==> src/rtl/cla_pkg.sv <==
// Shared types and constants for the nibble-serial CLA arithmetic blocks.
package cla_pkg;

  localparam int NIBBLE = 4;

  typedef enum logic [1:0] {IDLE, RUN, DONE} state_e;

  function automatic int num_nib(input int width);
    return width / NIBBLE;
  endfunction

endpackage

==> src/rtl/cla4_slice.sv <==
// 4-bit carry-lookahead adder slice; all carries are two-level sums of products.
module cla4_slice (
  input  logic [3:0] x,
  input  logic [3:0] y,
  input  logic       cin,
  output logic [3:0] s,
  output logic       cout
);

  logic [3:0] g, p;
  logic       c1, c2, c3;

  assign g = x & y;
  assign p = x ^ y;

  assign c1   = g[0] | (p[0] & cin);
  assign c2   = g[1] | (p[1] & g[0]) | (p[1] & p[0] & cin);
  assign c3   = g[2] | (p[2] & g[1]) | (p[2] & p[1] & g[0]) | (p[2] & p[1] & p[0] & cin);
  assign cout = g[3] | (p[3] & g[2]) | (p[3] & p[2] & g[1]) | (p[3] & p[2] & p[1] & g[0])
              | (p[3] & p[2] & p[1] & p[0] & cin);

  assign s = p ^ {c3, c2, c1, cin};

endmodule

==> src/rtl/cla_sub_seq.sv <==
// Nibble-serial unsigned subtractor: diff = a + ~b + 1, one CLA slice reused per cycle.
module cla_sub_seq
  import cla_pkg::*;
#(
  parameter int WIDTH = 16
) (
  input  logic             clk,
  input  logic             rst,
  input  logic             start,
  input  logic [WIDTH-1:0] a,
  input  logic [WIDTH-1:0] b,
  output logic             busy,
  output logic             done,
  output logic [WIDTH-1:0] diff,
  output logic             bout,
  output logic             zero
);

  localparam int N  = num_nib(WIDTH);
  localparam int IW = (N > 1) ? $clog2(N) : 1;

  if (WIDTH < NIBBLE || (WIDTH % NIBBLE) != 0) begin : g_bad_width
    $error("cla_sub_seq: WIDTH must be a multiple of 4 and >= 4");
  end

  state_e           state_q, state_d;
  logic [WIDTH-1:0] a_q, a_d, b_q, b_d, res_q, res_d, res_nxt;
  logic [WIDTH-1:0] diff_q, diff_d;
  logic [IW-1:0]    idx_q, idx_d;
  logic             carry_q, carry_d, bout_q, bout_d, zero_q, zero_d;
  logic [3:0]       nib_s;
  logic             nib_c;
  logic             last;

  cla4_slice u_slice (
    .x   (a_q[NIBBLE*int'(idx_q) +: NIBBLE]),
    .y   (b_q[NIBBLE*int'(idx_q) +: NIBBLE]),
    .cin (carry_q),
    .s   (nib_s),
    .cout(nib_c)
  );

  assign last = (idx_q == IW'(N-1));

  always_comb begin
    res_nxt = res_q;
    res_nxt[NIBBLE*int'(idx_q) +: NIBBLE] = nib_s;
  end

  always_comb begin
    state_d = state_q;
    a_d     = a_q;
    b_d     = b_q;
    res_d   = res_q;
    carry_d = carry_q;
    idx_d   = idx_q;
    diff_d  = diff_q;
    bout_d  = bout_q;
    zero_d  = zero_q;
    case (state_q)
      IDLE: if (start) begin
        a_d     = a;
        b_d     = ~b;
        carry_d = 1'b1;
        idx_d   = '0;
        res_d   = '0;
        state_d = RUN;
      end
      RUN: begin
        res_d   = res_nxt;
        carry_d = nib_c;
        if (last) begin
          // Results commit on entry to DONE so they are already valid while done is high.
          diff_d  = res_nxt;
          bout_d  = ~nib_c;
          zero_d  = (res_nxt == '0);
          state_d = DONE;
        end else begin
          idx_d = idx_q + IW'(1);
        end
      end
      DONE:    state_d = IDLE;
      default: state_d = IDLE;
    endcase
  end

  always_ff @(posedge clk) begin
    if (rst) begin
      state_q <= IDLE;
      a_q     <= '0;
      b_q     <= '0;
      res_q   <= '0;
      carry_q <= 1'b0;
      idx_q   <= '0;
      diff_q  <= '0;
      bout_q  <= 1'b0;
      zero_q  <= 1'b0;
    end else begin
      state_q <= state_d;
      a_q     <= a_d;
      b_q     <= b_d;
      res_q   <= res_d;
      carry_q <= carry_d;
      idx_q   <= idx_d;
      diff_q  <= diff_d;
      bout_q  <= bout_d;
      zero_q  <= zero_d;
    end
  end

  assign busy = (state_q != IDLE);
  assign done = (state_q == DONE);
  assign diff = diff_q;
  assign bout = bout_q;
  assign zero = zero_q;

endmodule

==> config.mk <==
export PLATFORM = sky130hd
export DESIGN_NAME = cla_sub_seq
export DESIGN_NICKNAME = d
export VERILOG_FILES = /design/src/rtl/cla_pkg.sv /design/src/rtl/cla4_slice.sv /design/src/rtl/cla_sub_seq.sv
export SDC_FILE = /design/constraint.sdc
export NUM_CORES = 1
export LEC_CHECK = 0
export CORE_MARGIN = 8
export CORE_UTILIZATION = 50
export CTS_BUF_LIST = sky130_fd_sc_hd__clkbuf_4 sky130_fd_sc_hd__clkbuf_8
export CTS_CLUSTER_SIZE = 30
export DETAILED_ROUTE_END_ITERATION = 10
export PLACE_DENSITY_LB_ADDON = 0.3
export SLEW_MARGIN = 25
export SYNTH_ARGS = -nofsm -noshare
export SYNTH_HDL_FRONTEND = slang
export SYNTH_SLANG_ARGS = --single-unit
==> constraint.sdc <==
create_clock -name clk -period 5.12 [get_ports clk]
set_input_delay 0.512 -clock clk [delete_from_list [all_inputs] [get_ports clk]]
set_output_delay 0.512 -clock clk [all_outputs]
set_load 0.01 [all_outputs]
==> impl_metrics.env <==
export IMPL_status="completed"
export IMPL_cts_root_buf="clkbuf_8"
export IMPL_viasPerCell=5.52
export IMPL_port_buffers=54
export IMPL_core_mm2=0.00631
export IMPL_antenna_found_initial=0
export IMPL_r2r_end="zero$_SDFFE_PP0P_"
export IMPL_dr_pass1_iters=4
export IMPL_ctsHoldBuffers=0
export IMPL_ff2ff_path_depth=7
export IMPL_r2r_start="idx_q[0]$_SDFFE_PP0P_"
export IMPL_num_vias=2672
export IMPL_worstPathMaxFanout=21
export IMPL_start_util_pct=51.4
export IMPL_min_period_ns=3.01
export IMPL_ir_worst_vdd_mv=0.194
export IMPL_crit_end="zero$_SDFFE_PP0P_"
export IMPL_syn_avg_cell_area_um2=8.94
export IMPL_period_share_pct=58.7
export IMPL_slew_headroom_pct=39.0
export IMPL_synthCells=363
export IMPL_finalWirelength_um=7180
export IMPL_crit_type="reg -> reg"
export IMPL_rsz0062_at_grt="false"
export IMPL_max_freq_ghz=0.333
export IMPL_die_area_mm2=0.00933
export IMPL_yosysSeqAreaShare_pct=43.8
export IMPL_cts_buffers=9
export IMPL_place_congestion=0.880
export IMPL_die_w_um=96.6
export IMPL_synth_seq_cells=71
export IMPL_synth_top_area_share_pct=43.8
export IMPL_std_cell_rows=29
export IMPL_clkTransAtPathRegs_ns=0.07
export IMPL_critPathLaunch="idx_q[0]$_SDFFE_PP0P_"
export IMPL_r2r_setup_slack_ns=2.11
export IMPL_wl_per_cell_um=14.8
export IMPL_critPathCaptureType="flip-flop"
export IMPL_first_global_vias=2619
export IMPL_grt_max_degree=63
export IMPL_setup_tns_final_ns=0
export IMPL_netlist_area_mm2=0.00325
export IMPL_hpwl_um=4960
export IMPL_fillers=572
export IMPL_yosysWarnings=0
export IMPL_synthTopCellsByArea="dfxtp_1 44%, nor2_1 7.9%, mux4_2 5.6%, a211oi_1 5.3%, nand2_1 4.4%"
export IMPL_final_max_slew_violation_count=0
export IMPL_leakagePower_nw=1.49
export IMPL_maxCapViolCount=0
export IMPL_synth_nets=410
export IMPL_clock_path_buffers=2
export IMPL_hold_ws_ns=0.455
export IMPL_grt_pass1_wl_um=12200
export IMPL_yosysTopAreaCell="dfxtp_1"
export IMPL_cts_tree="done"
export IMPL_fin_skew_ns=0.00402
export IMPL_htree_levels=3
export IMPL_start_kind="flip-flop"
export IMPL_io_pins=55
export IMPL_fp_dieH_um=96.6
export IMPL_post_cts_setup_buffers=0
export IMPL_tightest_slew_ns=0.915
export IMPL_crit_required_ns=5.36
export IMPL_grt_ovfl_total=0
export IMPL_synth_edf_count=0
export IMPL_p_per_area_mw_per_mm2=306
export IMPL_clk_latency_ns=0.34
export IMPL_synth_cell_type_count=43
export IMPL_n_antenna_cell=0
export IMPL_synthFlopType="dfxtp_1"
export IMPL_ant_nets=0
export IMPL_setup_viol=0
export IMPL_hp_class="reg -> reg"
export IMPL_cts_resized_gates=0
export IMPL_clock_sink_count=71
export IMPL_grt_util_all_layers_pct=16.6
export IMPL_drive_gt1_share_pct=9.34
export IMPL_critPathArrivalTime_ns=3.24
export IMPL_nets=449
export IMPL_drc=0
export IMPL_async_flop_share_pct=0
export IMPL_areaGrowthSynthToFinish_pct=21.9
export IMPL_drt_iter0_markers=123
export IMPL_finalHoldViolCount=0
-- metrics by stage --
step	total power [mW]	setup slack, ns	std cells	utilization, %	cell area, um^2
4_1_cts	1.22	2.11	484	62.7	3960
2_1_floorplan	0.737	2.49	363	-	3250
3_5_place_dp	0.799	2.12	468	59.7	3770
6_report	1.21	2.11	484	62.7	3960
5_1_grt	1.27	1.83	484	62.7	3960
3_3_place_gp	0.794	2.14	468	59.7	3770
-- power by group --
group / switching, mW / total, mW / internal (mW)
Combinational: 0.111 / 0.194 / 0.0835
Clock: 0.192 / 0.423 / 0.230
Sequential: 0.0176 / 0.593 / 0.575
-- critical path, stage by stage (launching register included) --
cell	delay (ns)
dfxtp_1	0.87
mux4_2	0.65
fa_1	0.39
xor2_1	0.50
inv_1	0.08
nor2_1	0.11
nor2_1	0.05
a41o_1	0.23
-- cell usage in the layout, fill, tap and decap left out, types with 2 or more instances in the layout --
cell             count
a31oi_1             10
dfxtp_1             71
clkdlybuf4s50_1     53
ha_1                11
nor2b_1              4
nor3b_1              2
clkbuf_4             5
inv_1               11
a32oi_1              8
nor4_1               3
nand2_1             38
a221oi_1             7
o21ai_0              9
mux4_2               8
a21o_1               2
a21oi_1             26
a22oi_1              5
a211oi_1            23
clkbuf_8            11
and4bb_2             2
a21oi_2              2
nor2_1              68
nand3_1              2
buf_4                2
nor3_1               3
-- metal layers --
metal / vias up / track usage [%] / routed length, um
li1: 1371 / - / -
met3: 11 / 4.87 / 439
met5: - / 0 / 0
met4: 0 / 5.93 / 114
met1: 1215 / 20.8 / 3310
met2: 75 / 26.6 / 3320
-- state kept, by name (all words and copies together), names as in the netlist --
name	cells
state_q	2
bout	1
a_q	16
idx_q	2
b_q	16
carry_q	1
res_q	16
zero	1
diff	16
-- cell type report --
type,count,area (um^2),area share (%)
inverter,11,41.3,1.04
sequential,71,1420,35.9
tap,77,96.3,2.44
clock buffer,16,189,4.78
timing repair buffer,56,551,13.9
multi-input combinational,253,1660,41.9
-- worst min path at each step --
stage                                       to                 start  cells past startpoint  slack [ns]
after CTS                 a_q[15]$_SDFFE_PP0P_  a_q[15]$_SDFFE_PP0P_                      2        0.46
after detailed placement  a_q[15]$_SDFFE_PP0P_  a_q[15]$_SDFFE_PP0P_                      2        0.45
after floorplan            a_q[4]$_SDFFE_PP0P_   a_q[4]$_SDFFE_PP0P_                      2        0.43
after global routing       a_q[8]$_SDFFE_PP0P_   a_q[8]$_SDFFE_PP0P_                      2        0.47
after global placement    a_q[14]$_SDFFE_PP0P_  a_q[14]$_SDFFE_PP0P_                      2        0.44
final                     a_q[12]$_SDFFE_PP0P_  a_q[12]$_SDFFE_PP0P_                      2        0.45
-- Yosys cell counts, types with 2 or more instances --
cell / count
o21ai_0: 9
dfxtp_1: 71
nor3b_1: 2
and2_1: 2
ha_1: 11
nand3_1: 2
clkbuf_1: 15
nor2_1: 68
a221oi_1: 7
and4bb_2: 2
a21oi_1: 26
nor2b_1: 4
a211oi_1: 23
a22oi_1: 5
nor3_1: 3
buf_4: 2
inv_1: 11
a21oi_2: 2
nand2_1: 38
a21o_1: 2
a32oi_1: 8
nor4_1: 3
buf_2: 11
mux4_2: 8
a31oi_1: 10
-- cell families after synthesis --
logic type / after synthesis / synth area share [%]
mux: 9 / 5.90
flops: 71 / 43.8
compound gates: 99 / 21.1
simple gates: 130 / 17.5
fa+ha+maj: 12 / 4.86
buf+inv: 39 / 5.17
xor+xnor: 3 / 1.62
Note: power is estimated with default switching activity, not from simulation.
